[config.mk]
export PLATFORM = sky130hd
export DESIGN_NAME = vga_plot_sink_flat
export DESIGN_NICKNAME = d
export VERILOG_FILES = /design/src/rtl/vga_plot_sink_if.sv /design/src/rtl/vga_plot_sink.sv /design/src/flat_wrapper.sv
export SDC_FILE = /design/constraint.sdc
export NUM_CORES = 1
export LEC_CHECK = 0
export BUFFER_PORTS_ARGS = -buffer_cell sky130_fd_sc_hd__buf_2
export CORE_MARGIN = 1.5
export CORE_UTILIZATION = 50
export DETAILED_ROUTE_END_ITERATION = 6
export HOLD_SLACK_MARGIN = 0.05
export PLACE_DENSITY = 0.68
export SLEW_MARGIN = 20
export SYNTH_ARGS = -nofsm -noshare
export SYNTH_HDL_FRONTEND = slang
export SYNTH_SLANG_ARGS = --single-unit
[constraint.sdc]
create_clock -name clock -period 9 [get_ports clock]
set_clock_uncertainty 0.05 [all_clocks]
set_input_delay 1.8 -clock clock [delete_from_list [all_inputs] [get_ports clock]]
set_output_delay 1.8 -clock clock [all_outputs]
set_load 0.02 [all_outputs]
[src/rtl/vga_plot_sink_if.sv]
// Plot-side and framebuffer-side signal bundle for vga_plot_sink.
// The master modport is the environment (drawer muxes plus memory arbiter).
// The slave modport is the sink itself.
interface vga_plot_sink_if #(
  parameter int ADDR_W = 17
);
  logic [8:0]        x;
  logic [7:0]        y;
  logic [2:0]        colour;
  logic              plot;
  logic              mem_grant;
  logic [ADDR_W-1:0] mem_addr;
  logic [2:0]        mem_data;
  logic              mem_wren;

  modport master (
    output x, y, colour, plot, mem_grant,
    input  mem_addr, mem_data, mem_wren
  );

  modport slave (
    input  x, y, colour, plot, mem_grant,
    output mem_addr, mem_data, mem_wren
  );
endinterface

[src/rtl/vga_plot_sink.sv]
// vga_plot_sink: consumer end of the drawer plot interface.
// - Range-checks each plotted pixel and converts it to a linear framebuffer address.
// - Buffers accepted pixels in a small FIFO.
// - Drains the FIFO to the framebuffer write port on arbiter grants.
// - A full-screen clear engine sweeps every address with a single colour.
module vga_plot_sink #(
  parameter int WIDTH      = 320,
  parameter int HEIGHT     = 240,
  parameter int FIFO_DEPTH = 8,
  parameter int ADDR_W     = 17
) (
  input  logic                        clock,
  input  logic                        reset,
  vga_plot_sink_if.slave              bus,
  input  logic                        clear_req,
  input  logic [2:0]                  clear_colour,
  output logic [$clog2(FIFO_DEPTH):0] fifo_count,
  output logic                        clear_busy,
  output logic                        overflow,
  output logic [7:0]                  dropped_count
);

  localparam int PTR_W = $clog2(FIFO_DEPTH);
  localparam int CNT_W = PTR_W + 1;
  localparam int ENT_W = ADDR_W + 3;
  localparam logic [ADDR_W-1:0] LAST_ADDR = ADDR_W'(WIDTH * HEIGHT - 1);
  localparam logic [CNT_W-1:0]  DEPTH_C   = CNT_W'(FIFO_DEPTH);

  typedef enum logic [0:0] {
    IDLE  = 1'b0,
    CLEAR = 1'b1
  } state_t;

  state_t            state_r;
  state_t            next_state_s;
  logic              is_idle_s;
  logic              is_clear_s;

  logic [ENT_W-1:0]  fifo_mem_r [FIFO_DEPTH];
  logic [PTR_W-1:0]  wr_ptr_r;
  logic [PTR_W-1:0]  rd_ptr_r;
  logic [CNT_W-1:0]  count_r;
  logic [ENT_W-1:0]  head_s;

  logic [ADDR_W-1:0] clr_addr_r;
  logic [2:0]        clear_colour_r;

  logic              in_range_s;
  logic [ADDR_W-1:0] pix_addr_s;
  logic              start_clear_s;
  logic              push_s;
  logic              push_ok_s;
  logic              pop_s;
  logic              bad_plot_s;
  logic              fifo_full_s;
  logic              clear_write_s;
  logic              clear_last_s;

  // State register.
  always_ff @(posedge clock) begin
    if (reset) begin
      state_r <= IDLE;
    end else begin
      state_r <= next_state_s;
    end
  end

  // Next-state logic: clear_req only matters in IDLE; CLEAR ends on the final address write.
  always_comb begin
    next_state_s = IDLE;
    case (state_r)
      IDLE: begin
        if (clear_req) begin
          next_state_s = CLEAR;
        end else begin
          next_state_s = IDLE;
        end
      end
      CLEAR: begin
        if (clear_last_s) begin
          next_state_s = IDLE;
        end else begin
          next_state_s = CLEAR;
        end
      end
      default: next_state_s = IDLE;
    endcase
  end

  // State decode used by the datapath.
  always_comb begin
    is_idle_s  = 1'b0;
    is_clear_s = 1'b0;
    case (state_r)
      IDLE:    is_idle_s  = 1'b1;
      CLEAR:   is_clear_s = 1'b1;
      default: is_idle_s  = 1'b1;
    endcase
  end

  // Pixel qualification, FIFO handshake and clear-engine strobes.
  // The edge that starts a clear neither pushes nor pops: the clear supersedes pending pixels.
  always_comb begin
    in_range_s    = (ADDR_W'(bus.x) < ADDR_W'(WIDTH)) && (ADDR_W'(bus.y) < ADDR_W'(HEIGHT));
    pix_addr_s    = ADDR_W'(bus.y) * ADDR_W'(WIDTH) + ADDR_W'(bus.x);
    start_clear_s = is_idle_s && clear_req;
    fifo_full_s   = (count_r == DEPTH_C);
    head_s        = fifo_mem_r[rd_ptr_r];
    if (is_idle_s && !clear_req) begin
      push_s     = bus.plot && in_range_s;
      bad_plot_s = bus.plot && !in_range_s;
      pop_s      = (count_r != {CNT_W{1'b0}}) && bus.mem_grant;
    end else begin
      push_s     = 1'b0;
      bad_plot_s = 1'b0;
      pop_s      = 1'b0;
    end
    push_ok_s     = push_s && (!fifo_full_s || pop_s);
    clear_write_s = is_clear_s && bus.mem_grant;
    clear_last_s  = clear_write_s && (clr_addr_r == LAST_ADDR);
  end

  // FIFO storage; contents are only meaningful below count_r, so no reset is needed.
  always_ff @(posedge clock) begin
    if (push_ok_s) begin
      fifo_mem_r[wr_ptr_r] <= {pix_addr_s, bus.colour};
    end
  end

  // FIFO pointers and occupancy; entering CLEAR flushes the queue.
  always_ff @(posedge clock) begin
    if (reset || start_clear_s) begin
      wr_ptr_r <= {PTR_W{1'b0}};
      rd_ptr_r <= {PTR_W{1'b0}};
      count_r  <= {CNT_W{1'b0}};
    end else begin
      if (push_ok_s) begin
        wr_ptr_r <= wr_ptr_r + {{(PTR_W-1){1'b0}}, 1'b1};
      end
      if (pop_s) begin
        rd_ptr_r <= rd_ptr_r + {{(PTR_W-1){1'b0}}, 1'b1};
      end
      case ({push_ok_s, pop_s})
        2'b10:   count_r <= count_r + {{(CNT_W-1){1'b0}}, 1'b1};
        2'b01:   count_r <= count_r - {{(CNT_W-1){1'b0}}, 1'b1};
        default: count_r <= count_r;
      endcase
    end
  end

  // Clear engine: address sweep counter and colour latched with the request.
  always_ff @(posedge clock) begin
    if (reset) begin
      clr_addr_r     <= {ADDR_W{1'b0}};
      clear_colour_r <= 3'b000;
    end else if (start_clear_s) begin
      clr_addr_r     <= {ADDR_W{1'b0}};
      clear_colour_r <= clear_colour;
    end else if (clear_write_s) begin
      clr_addr_r     <= clr_addr_r + {{(ADDR_W-1){1'b0}}, 1'b1};
    end
  end

  // Framebuffer write port: one-cycle strobe per pixel, address/data hold otherwise.
  always_ff @(posedge clock) begin
    if (reset) begin
      bus.mem_addr <= {ADDR_W{1'b0}};
      bus.mem_data <= 3'b000;
      bus.mem_wren <= 1'b0;
    end else if (pop_s) begin
      bus.mem_addr <= head_s[ENT_W-1:3];
      bus.mem_data <= head_s[2:0];
      bus.mem_wren <= 1'b1;
    end else if (clear_write_s) begin
      bus.mem_addr <= clr_addr_r;
      bus.mem_data <= clear_colour_r;
      bus.mem_wren <= 1'b1;
    end else begin
      bus.mem_wren <= 1'b0;
    end
  end

  // Status outputs; clear_busy stays high through the cycle carrying the last clear write.
  always_ff @(posedge clock) begin
    if (reset) begin
      clear_busy    <= 1'b0;
      overflow      <= 1'b0;
      dropped_count <= 8'd0;
    end else begin
      clear_busy <= (next_state_s == CLEAR) || is_clear_s;
      if (push_s && fifo_full_s && !pop_s) begin
        overflow <= 1'b1;
      end
      if (bad_plot_s && (dropped_count != 8'hFF)) begin
        dropped_count <= dropped_count + 8'd1;
      end
    end
  end

  assign fifo_count = count_r;

endmodule

[src/flat_wrapper.sv]
// flat-port wrapper written by rule: the top's interface ports become plain ports
module vga_plot_sink_flat 
#(
  parameter int WIDTH      = 320,
  parameter int HEIGHT     = 240,
  parameter int FIFO_DEPTH = 8,
  parameter int ADDR_W     = 17
)
  (clock, reset, clear_req, clear_colour, fifo_count, clear_busy, overflow, dropped_count, bus_x, bus_y, bus_colour, bus_plot, bus_mem_grant, bus_mem_addr, bus_mem_data, bus_mem_wren);
  vga_plot_sink_if #(.ADDR_W(ADDR_W)) bus_i ();
  input  logic clock;
  input  logic reset;
  input  logic clear_req;
  input  logic [2:0] clear_colour;
  output logic [$clog2(FIFO_DEPTH):0] fifo_count;
  output logic clear_busy;
  output logic overflow;
  output logic [7:0] dropped_count;
  input wire logic [$bits(bus_i.x)-1:0] bus_x;
  input wire logic [$bits(bus_i.y)-1:0] bus_y;
  input wire logic [$bits(bus_i.colour)-1:0] bus_colour;
  input wire logic [$bits(bus_i.plot)-1:0] bus_plot;
  input wire logic [$bits(bus_i.mem_grant)-1:0] bus_mem_grant;
  output wire logic [$bits(bus_i.mem_addr)-1:0] bus_mem_addr;
  output wire logic [$bits(bus_i.mem_data)-1:0] bus_mem_data;
  output wire logic [$bits(bus_i.mem_wren)-1:0] bus_mem_wren;
  assign bus_i.x = bus_x;
  assign bus_i.y = bus_y;
  assign bus_i.colour = bus_colour;
  assign bus_i.plot = bus_plot;
  assign bus_i.mem_grant = bus_mem_grant;
  assign bus_mem_addr = bus_i.mem_addr;
  assign bus_mem_data = bus_i.mem_data;
  assign bus_mem_wren = bus_i.mem_wren;
  vga_plot_sink #(.WIDTH(WIDTH), .HEIGHT(HEIGHT), .FIFO_DEPTH(FIFO_DEPTH), .ADDR_W(ADDR_W)) u_core (.clock(clock), .reset(reset), .bus(bus_i), .clear_req(clear_req), .clear_colour(clear_colour), .fifo_count(fifo_count), .clear_busy(clear_busy), .overflow(overflow), .dropped_count(dropped_count));
endmodule
==> impl_metrics.json <==
{
  "coreArea_um2": 18600,
  "setup_viol": 0,
  "first_iter_violations": 383,
  "leakage_nw": 3.67,
  "setup_slack_ns": 4.64,
  "intPower_w": 0.00175,
  "hold_viol": 0,
  "worst-setup-path-type": "in -> reg",
  "stdcell_count": 965,
  "maxCapViolCount": 0,
  "setup.worst_path.end": "u_core.fifo_mem_r[5][19]$_DFFE_PP_",
  "r2r_end": "u_core.fifo_count[3]$_SDFFE_PP0P_",
  "grt_use_met2": 0.331,
  "async_reset_ff_frac": 0,
  "clk_latency_ns": 0.51,
  "dpl.hpwl_mm": 12.0,
  "grtUsageMet1": 0.277,
  "vias": 5615,
  "hold_buffers": 0,
  "row_count": 50,
  "place_inst": 922,
  "power_density_nw_per_um2": 206,
  "whs_path_depth": 2,
  "cp.arrival_ns": 4.51,
  "io_pins": 63,
  "synth_area_um2": 9450,
  "ant_nets": 0,
  "areaGrowthSynthToFinish_pct": 14.2,
  "slew_headroom": 0.438,
  "grt_pass1_vias": 5560,
  "tightest_slew_ns": 0.844,
  "fmax_mhz": 229,
  "synth-seq-cells": 225,
  "tritoncts.num_buffers": 23,
  "place_congestion": 0.804,
  "slew_viol_final": 0,
  "yosysUniqueCellTypes": 53,
  "clockPowerShare": 0.428,
  "ys_top_cells_by_area": "edfxtp_1, dfxtp_1, mux4_2, ha_1, nand2_1",
  "die_area_um2": 19700,
  "ff2ff_path_depth": 10,
  "cts_resized": 0,
  "dr.pass1.iters": 4,
  "ctsLongestPathBuffers": 3,
  "clock_sinks": 225,
  "grt_pass1_wl_mm": 30.4,
  "clkTransAtPathRegs_ns": 0.06,
  "vdd_drop_max_mv": 0.111,
  "cts_tree": "done",
  "syn_nets": 697,
  "synth_seq_area_share": 0.646,
  "fp.dieH_um": 140,
  "comb_power_share": 0.056,
  "fin_nets": 765,
  "min_period_over_period": 0.485,
  "place_ws_ns": 4.13,
  "met3_usage": 0.0311,
  "initial_utilization": 0.507,
  "hold_class": "reg -> reg",
  "r2r_slack_ns": 6.07,
  "tns_ns": 0,
  "root_buffer": "clkbuf_16",
  "postSynthAreaPerCell_um2": 14.6,
  "grtUsageTotal": 0.198,
  "htreeDepth": 1,
  "nFillCells": 1436,
  "cp.required_ns": 9.14,
  "critPathLaunch": "bus_y[1]",
  "drive_above_1_share": 0.225,
  "min_period_ns": 4.36,
  "crit_fanout": 8,
  "post_cts_buffers": 0,
  "yosys_warnings": 0,
  "switching_share": 0.211,
  "synthCells": 645,
  "synthTopCellsByCount": "edfxtp_1, dfxtp_1, nand2_1",
  "synth_edf_count": 160,
  "status": "finished, final reports clean",
  "yosys.area.top_type": "edfxtp_1",
  "end_kind": "flop",
  "yosysMostFrequentCell": "edfxtp_1",
  "gr-total-overflow": 0,
  "grt_max_degree": 41,
  "die_w_um": 140,
  "rsz0062_at_grt": "no",
  "yosysTopAreaCellShare": 0.508,
  "synth_flop_cell": "edfxtp_1",
  "r2r-start": "u_core.state_r$_SDFF_PP0_",
  "wl_mm": 19.2,
  "post_drt_wl_per_cell_um": 19.9,
  "antenna_found_initial": 0,
  "via_per_inst": 5.82,
  "seqPwrFrac": 0.516,
  "port_buffers": 62,
  "startpoint_type": "primary input",
  "switchingPower_w": 0.000468,
  "drc": 0,
  "grt.busiest_layer": "met2"
}
power groups by stage:
stage | Combinational (W) | Clock, W | Sequential [W]
2_1_floorplan | 0.0000831 | 0 | 0.00117
3_3_place_gp | 0.000118 | 0 | 0.00117
3_5_place_dp | 0.000124 | 0 | 0.00117
4_1_cts | 0.000125 | 0.000968 | 0.00114
5_1_grt | 0.000140 | 0.00101 | 0.00115
6_report | 0.000125 | 0.000950 | 0.00114
how the worst min path moves through the flow:
stage / from / end / slack, ns
after floorplan: u_core.rd_ptr_r[1]$_SDFFE_PP0N_ / flop / 0.40
after global placement: u_core.rd_ptr_r[1]$_SDFFE_PP0N_ / u_core.rd_ptr_r[1]$_SDFFE_PP0N_ / 0.42
after detailed placement: u_core.overflow$_SDFFE_PP0P_ / u_core.overflow$_SDFFE_PP0P_ / 0.42
after CTS: u_core.rd_ptr_r[1]$_SDFFE_PP0N_ / u_core.rd_ptr_r[1]$_SDFFE_PP0N_ / 0.44
after global routing: u_core.overflow$_SDFFE_PP0P_ / u_core.overflow$_SDFFE_PP0P_ / 0.46
final: u_core.rd_ptr_r[1]$_SDFFE_PP0N_ / u_core.rd_ptr_r[1]$_SDFFE_PP0N_ / 0.44
through the flow:
step                      area [um^2]   util  power [W]  hold slack [ns]
after floorplan                  9450      -    0.00125            0.404
after global placement          10000  0.538    0.00128            0.416
after detailed placement        10000  0.538    0.00129            0.421
after CTS                       10800  0.579    0.00224            0.438
after global routing            10800  0.579    0.00230            0.457
final                           10800  0.579    0.00222            0.436
per-layer routing:
metal  up-vias  wire length [um]
met5         -                 0
met4         0               232
met3        25               978
met2       151              9180
met1      2827              8770
li1       2612                 -
kinds of logic after synthesis:
kind of cell / share of synthesized area
compound gates: 0.0700
xor+xnor: 0.0361
fa+ha+maj: 0.0342
buf+inv: 0.0193
flops: 0.646
mux: 0.104
simple gates: 0.0903
worst max-delay path, cell delays in order:
cell and delay, ns:
buf_2 0.12, ha_1 0.29, ha_1 0.24, fa_1 0.41, a211oi_1 0.40, nor2_1 0.11
xor2_1 0.25, nand3b_1 0.16, o32ai_1 0.73
final cells by class:
cell class / instances / area, um^2 / area share
diodes: 1 / 2.50 / 0.000232
well taps: 234 / 293 / 0.0271
inverters: 11 / 41.3 / 0.00383
clock buffers: 27 / 611 / 0.0566
multi-input cells: 378 / 3190 / 0.296
flip-flops and latches: 225 / 6110 / 0.566
clock inverters: 15 / 148 / 0.0137
repair buffers: 74 / 400 / 0.0371
registers in the layout, summed over array words and instances (netlist names), 3 cells and up, named ones only:
signal                 flops
u_core.fifo_count          4
u_core.clear_colour_r      3
u_core.bus.mem_data        3
u_core.fifo_mem_r        160
u_core.bus.mem_addr       17
u_core.wr_ptr_r            3
u_core.dropped_count       8
u_core.rd_ptr_r            3
u_core.clr_addr_r         17
cells in the final DEF, fill, tap and decap left out, types with 4 or more instances in the layout:
cell,count
nor2b_1,21
clkinv_1,5
nor2_1,47
nor2_2,7
xnor2_1,18
and2_1,4
buf_2,62
edfxtp_1,160
o2111ai_1,5
o21ai_0,4
inv_1,11
clkinv_2,6
xor2_1,21
nand2_1,56
ha_1,21
dfxtp_1,64
nand3_1,13
a21oi_1,9
buf_4,12
nor3_1,8
a311oi_1,20
clkbuf_16,23
nand4_1,5
a211oi_1,21
mux4_2,40
mux2i_1,8
No activity file was read; power rests on OpenSTA's default activity.
